==> src/rtl/voice_alloc.sv <==
// Polyphonic voice allocator: maps note-on/off events onto n_voice envelope slices,
// with retrigger, free/releasing reuse and oldest-voice stealing with a gate gap.
module voice_alloc #(
  parameter int n_voice   = 4,
  parameter int nbit_note = 7,
  parameter int steal_gap = 2
) (
  input  logic                           clk,
  input  logic                           rst,
  input  logic                           ev_valid,
  output logic                           ev_ready,
  input  logic                           ev_on,
  input  logic [nbit_note-1:0]           ev_note,
  input  logic [n_voice-1:0]             voice_active,
  output logic [n_voice-1:0]             gate,
  output logic [n_voice*nbit_note-1:0]   note_v,
  output logic                           steal
);

  localparam int aw = (n_voice > 1) ? $clog2(n_voice) : 1;
  localparam logic [3:0] gap_load = 4'(steal_gap - 1);
  localparam logic [aw-1:0] age_oldest = aw'(n_voice - 1);

  typedef enum logic [1:0] {IDLE, DECIDE, GAP} state_t;

  state_t                state_reg, state_next;
  logic                  on_reg;
  logic [nbit_note-1:0]  evnote_reg;
  logic [n_voice-1:0]    gate_reg;
  logic [nbit_note-1:0]  note_reg [n_voice];
  logic [aw-1:0]         age_reg [n_voice];
  logic [aw-1:0]         sel_reg;
  logic [3:0]            cnt_reg;
  logic                  steal_reg;

  logic [n_voice-1:0]    match_v, free_v, rel_v, old_v;
  logic [aw-1:0]         pick;
  logic                  do_clear, do_set, do_write, do_age, do_steal;

  genvar gi;
  generate
    for (gi = 0; gi < n_voice; gi++) begin : g_voice
      assign match_v[gi] = gate_reg[gi] & (note_reg[gi] == evnote_reg);
      assign free_v[gi]  = ~gate_reg[gi] & ~voice_active[gi];
      assign rel_v[gi]   = ~gate_reg[gi] & voice_active[gi];
      assign old_v[gi]   = (age_reg[gi] == age_oldest);
      assign note_v[gi*nbit_note +: nbit_note] = note_reg[gi];
    end
  endgenerate

  assign ev_ready = (state_reg == IDLE) & ~rst;
  assign gate     = gate_reg;
  assign steal    = steal_reg;

  function automatic logic [aw-1:0] lowest(input logic [n_voice-1:0] v);
    logic [aw-1:0] r;
    r = '0;
    for (int i = n_voice - 1; i >= 0; i--) begin
      if (v[i]) r = aw'(i);
    end
    return r;
  endfunction

  always_ff @(posedge clk or posedge rst) begin
    if (rst) state_reg <= IDLE;
    else     state_reg <= state_next;
  end

  always_comb begin
    state_next = state_reg;
    pick       = '0;
    do_clear   = 1'b0;
    do_set     = 1'b0;
    do_write   = 1'b0;
    do_age     = 1'b0;
    do_steal   = 1'b0;
    case (state_reg)
      IDLE: if (ev_valid) state_next = DECIDE;
      DECIDE: begin
        state_next = IDLE;
        if (!on_reg) begin
          if (|match_v) begin
            pick     = lowest(match_v);
            do_clear = 1'b1;
          end
        end else begin
          do_age = 1'b1;
          if (|match_v) begin
            pick       = lowest(match_v);
            do_clear   = 1'b1;
            state_next = GAP;
          end else if (|free_v) begin
            pick     = lowest(free_v);
            do_write = 1'b1;
            do_set   = 1'b1;
          end else if (|rel_v) begin
            // Releasing envelope re-enters attack directly, so no gap
            pick     = lowest(rel_v);
            do_write = 1'b1;
            do_set   = 1'b1;
          end else begin
            pick       = lowest(old_v);
            do_clear   = 1'b1;
            do_write   = 1'b1;
            do_steal   = 1'b1;
            state_next = GAP;
          end
        end
      end
      GAP: begin
        pick = sel_reg;
        if (cnt_reg == 4'd0) begin
          do_set     = 1'b1;
          state_next = IDLE;
        end
      end
      default: state_next = IDLE;
    endcase
  end

  always_ff @(posedge clk or posedge rst) begin
    if (rst) begin
      on_reg     <= 1'b0;
      evnote_reg <= '0;
      gate_reg   <= '0;
      sel_reg    <= '0;
      cnt_reg    <= 4'd0;
      steal_reg  <= 1'b0;
      for (int j = 0; j < n_voice; j++) begin
        note_reg[j] <= '0;
        age_reg[j]  <= aw'(j);
      end
    end else begin
      steal_reg <= do_steal;
      if (state_reg == IDLE && ev_valid) begin
        on_reg     <= ev_on;
        evnote_reg <= ev_note;
      end
      if (state_reg == DECIDE) begin
        sel_reg <= pick;
        cnt_reg <= gap_load;
      end else if (state_reg == GAP && cnt_reg != 4'd0) begin
        cnt_reg <= cnt_reg - 4'd1;
      end
      for (int j = 0; j < n_voice; j++) begin
        if (pick == aw'(j)) begin
          if (do_clear) gate_reg[j] <= 1'b0;
          if (do_set)   gate_reg[j] <= 1'b1;
          if (do_write) note_reg[j] <= evnote_reg;
        end
        // Move-to-front: selected voice becomes youngest, younger ones age by one
        if (do_age) begin
          if (pick == aw'(j))                 age_reg[j] <= '0;
          else if (age_reg[j] < age_reg[pick]) age_reg[j] <= age_reg[j] + 1'b1;
        end
      end
    end
  end

endmodule

==> config.mk <==
export PLATFORM = sky130hd
export DESIGN_NAME = voice_alloc
export DESIGN_NICKNAME = d
export VERILOG_FILES = /design/src/rtl/voice_alloc.sv
export SDC_FILE = /design/constraint.sdc
export NUM_CORES = 1
export LEC_CHECK = 0
export CORE_ASPECT_RATIO = 0.8
export CORE_UTILIZATION = 55
export CTS_BUF_LIST = sky130_fd_sc_hd__clkbuf_4 sky130_fd_sc_hd__clkbuf_8 sky130_fd_sc_hd__clkbuf_16
export DETAILED_ROUTE_END_ITERATION = 8
export PLACE_DENSITY_LB_ADDON = 0.08
export SKIP_CTS_REPAIR_TIMING = 1
export SLEW_MARGIN = 20
export SYNTH_ARGS = -nofsm -noshare
export SYNTH_HDL_FRONTEND = slang
export SYNTH_SLANG_ARGS = --single-unit
==> constraint.sdc <==
create_clock -name clk -period 3.4 [get_ports clk]
set_clock_uncertainty 0.15 [all_clocks]
set_input_delay 0.68 -clock clk [delete_from_list [all_inputs] [get_ports clk]]
set_output_delay 0.68 -clock clk [all_outputs]
set_load 0.05 [all_outputs]
==> flow_metrics.py <==
metrics = {
    "sta": {
        "maxSlewViolCount": 0,
        "holdWs_ns": 0.3528,
        "hold_violations": 0,
        "worst_pin_slew_ns": 0.5287,
        "fin_crit_sh_pct": 94.52,
        "relSlewSlack_pct": 64.48,
        "setup_viol": 0,
        "fmax_mhz": 311.2,
        "post-route-min-period_ns": 3.214,
    },
    "worst_setup_path": {
        "endpoint": "age_reg[7]",
        "r2r_slack_ns": 0.19,
        "path_max_fanout": 7,
        "required_ns": 3.48,
        "start_kind": "flip-flop",
        "rr_startpoint": "age_reg[4]",
        "critPathArrivalTime_ns": 3.29,
        "path_class": "flip-flop to flip-flop",
        "rr_endpoint": "age_reg[7]",
        "end_kind": "flip-flop",
        "critPathLaunch": "age_reg[4]",
        "r2r_cells": 10,
    },
    "synth": {
        "synth_edf_count": 0,
        "synth_top_area_share_pct": 38.50,
        "ys.warnings.count": 0,
        "ys_ff_latch": 57,
        "synth_cells": 324,
        "synthFlopType": "dfrtp_1",
        "synth_top_area_cell": "dfrtp_1",
        "synth_nets": 348,
        "syn-cell-area_sq_um": 3445,
        "ys_top_cells_by_area": "dfrtp_1 (39%), mux2_2 (12%), xnor2_1 (4.3%), xor2_1 (3.6%), ha_1 (3.3%)",
        "async_flop_share_pct": 100.0,
        "avgSynthCellArea_sq_um": 10.63,
        "synth_cell_types": 69,
        "synth_seq_area_share_pct": 41.55,
    },
    "die": {
        "initial_core_util_pct": 57.65,
        "die_w_um": 90.48,
        "rows": 25,
        "fp.dieH_um": 72.78,
        "die_area_sq_um": 6585,
        "io_pins": 49,
        "core_area_sq_um": 5974,
    },
    "clock_network": {
        "cts_tree": "done",
        "clk_pin_slew_ns": 0.07,
        "clockBufferDepth": 2,
        "insertion_delay_ns": 0.34,
        "htreeDepth": 3,
        "ctsRootBufferMaster": "clkbuf_8",
        "clock-sinks": 57,
        "cts_inserted_buffers": 9,
    },
    "finish": {
        "drive_gt1_share_pct": 25.63,
        "design_area_sq_um": 4303,
        "nNetsFinal": 413,
        "antenna_cells": 0,
        "final_cell_mix": "dfrtp_1 (53), clkdlybuf4s50_1 (48), mux2_2 (36)",
        "areaGrowthSynthToFinish_pct": 24.92,
        "final_common_cell": "dfrtp_1",
        "largest_reg_flops": 28,
    },
    "placed_design": {
        "dp_hpwl_mm": 6.119,
        "routabilityCongestion": 0.9205,
        "port_buffers": 48,
        "place_area_sq_um": 4096,
    },
    "drt": {
        "via_per_inst": 5.895,
        "drc": 0,
        "first_pass_iters": 5,
        "num_vias": 2800,
        "wl_per_cell_um": 17.48,
        "totalWireLength_mm": 8.302,
        "first_iter_violations": 225,
        "ant_nets": 0,
    },
    "global_routing": {
        "antenna_found_initial": 0,
        "grt_usage_pct": 27.04,
        "grt-ovfl-total": 0,
        "grt_max_degree": 26,
        "grt_pass1_wl_mm": 13.46,
        "grt_pass1_vias": 2659,
    },
    "pwr": {
        "cellPowerDensity_nw_per_um2": 969.3,
        "cellLeakagePower_uw": 0.001835,
        "max-vdd-ir-drop_mv": 0.5129,
    },
    "outcome": {
        "status": "finished clean",
    },
    "run": {
        "cap_violations": 0,
    },
    "min_path": {
        "hold_path_class": "flip-flop to flip-flop",
    },
}
==> cell usage after synthesis, types with 4 or more instances <==
| master | instances |
|---|---|
| clkbuf_1 | 8 |
| a21oi_1 | 9 |
| nor2b_1 | 5 |
| nand3_1 | 4 |
| dfstp_2 | 4 |
| inv_1 | 13 |
| mux2_2 | 36 |
| xor2_1 | 14 |
| nand2_1 | 20 |
| a221o_1 | 4 |
| o21ai_0 | 21 |
| xnor2_1 | 17 |
| nor2_1 | 18 |
| ha_1 | 9 |
| nand4_1 | 7 |
| o211ai_1 | 4 |
| dfrtp_1 | 53 |
| buf_2 | 4 |
==> worst max-delay path: stages (launching register included) <==
cell	delay [ns]
dfstp_2	0.61
ha_1	0.24
nor2_1	0.07
a221o_1	0.31
a311oi_2	0.34
o311ai_2	0.17
a21boi_4	0.28
or3_4	0.25
o22ai_4	0.11
o211a_1	0.24
a2111oi_2	0.33
==> metrics by stage <==
| stage | std cells | TNS [ns] | total power (uW) | setup WS [ns] | util (%) |
|---|---|---|---|---|---|
| after floorplan | 324 | 0 | 2856 | 0.4638 | - |
| after global placement | 459 | -0.4877 | 3479 | -0.1503 | 68.57 |
| after detailed placement | 459 | -1.673 | 3517 | -0.1970 | 68.57 |
| after CTS | 475 | 0 | 4144 | 0.1669 | 71.75 |
| after global routing | 475 | -0.002366 | 4406 | -0.002366 | 72.02 |
| final | 475 | 0 | 4171 | 0.1864 | 72.02 |
==> metal layers <==
layer	global-route usage, %	vias up	part of all wire [%]
met1	38.07	1360	47
met2	41.50	103	44
met5	0	-	0
li1	-	1326	-
met4	9.140	0	1.2
met3	6.146	11	7.1
==> area by class of cell <==
class | instances | area (sq um)
Fill cell | 431 | 1672
Tap cell | 81 | 101.3
Timing Repair Buffer | 72 | 660.6
Multi-Input combinational cell | 236 | 1871
Sequential cell | 57 | 1431
Clock inverter | 6 | 58.81
Clock buffer | 10 | 131.4
Inverter | 13 | 48.80
==> report_power, final <==
part | internal (uW) | switching [uW] | total [uW]
clock | 342 | 278 | 620
combinational | 1000 | 1280 | 2290
sequential | 919 | 346 | 1260
total | 2260 | 1910 | 4170
==> worst min path at each step <==
stage / endpoint / slack (ns) / start / cells past startpoint
6_report: sel_reg[1] / 0.35 / sel_reg[1] / 1
5_1_grt: sel_reg[1] / 0.37 / sel_reg[1] / 1
4_1_cts: sel_reg[1] / 0.35 / sel_reg[1] / 1
3_5_place_dp: sel_reg[1] / 0.34 / sel_reg[1] / 1
3_3_place_gp: sel_reg[1] / 0.33 / sel_reg[1] / 1
2_1_floorplan: sel_reg[1] / 0.32 / sel_reg[1] / 1
==> logic make-up (layout without fill, tap and decap cells) <==
group	after synthesis	in the layout	share of synthesized area [%]
AO/OA/AOI/OAI	79	79	17.94
XOR/XNOR	31	31	7.882
adder cells (fa/ha/maj)	9	9	3.269
buffers and inverters	31	101	4.613
flip-flops	57	57	41.55
multiplexers	38	38	12.50
AND/OR/NAND/NOR	79	79	12.24
(Power assumes the default switching activity.)
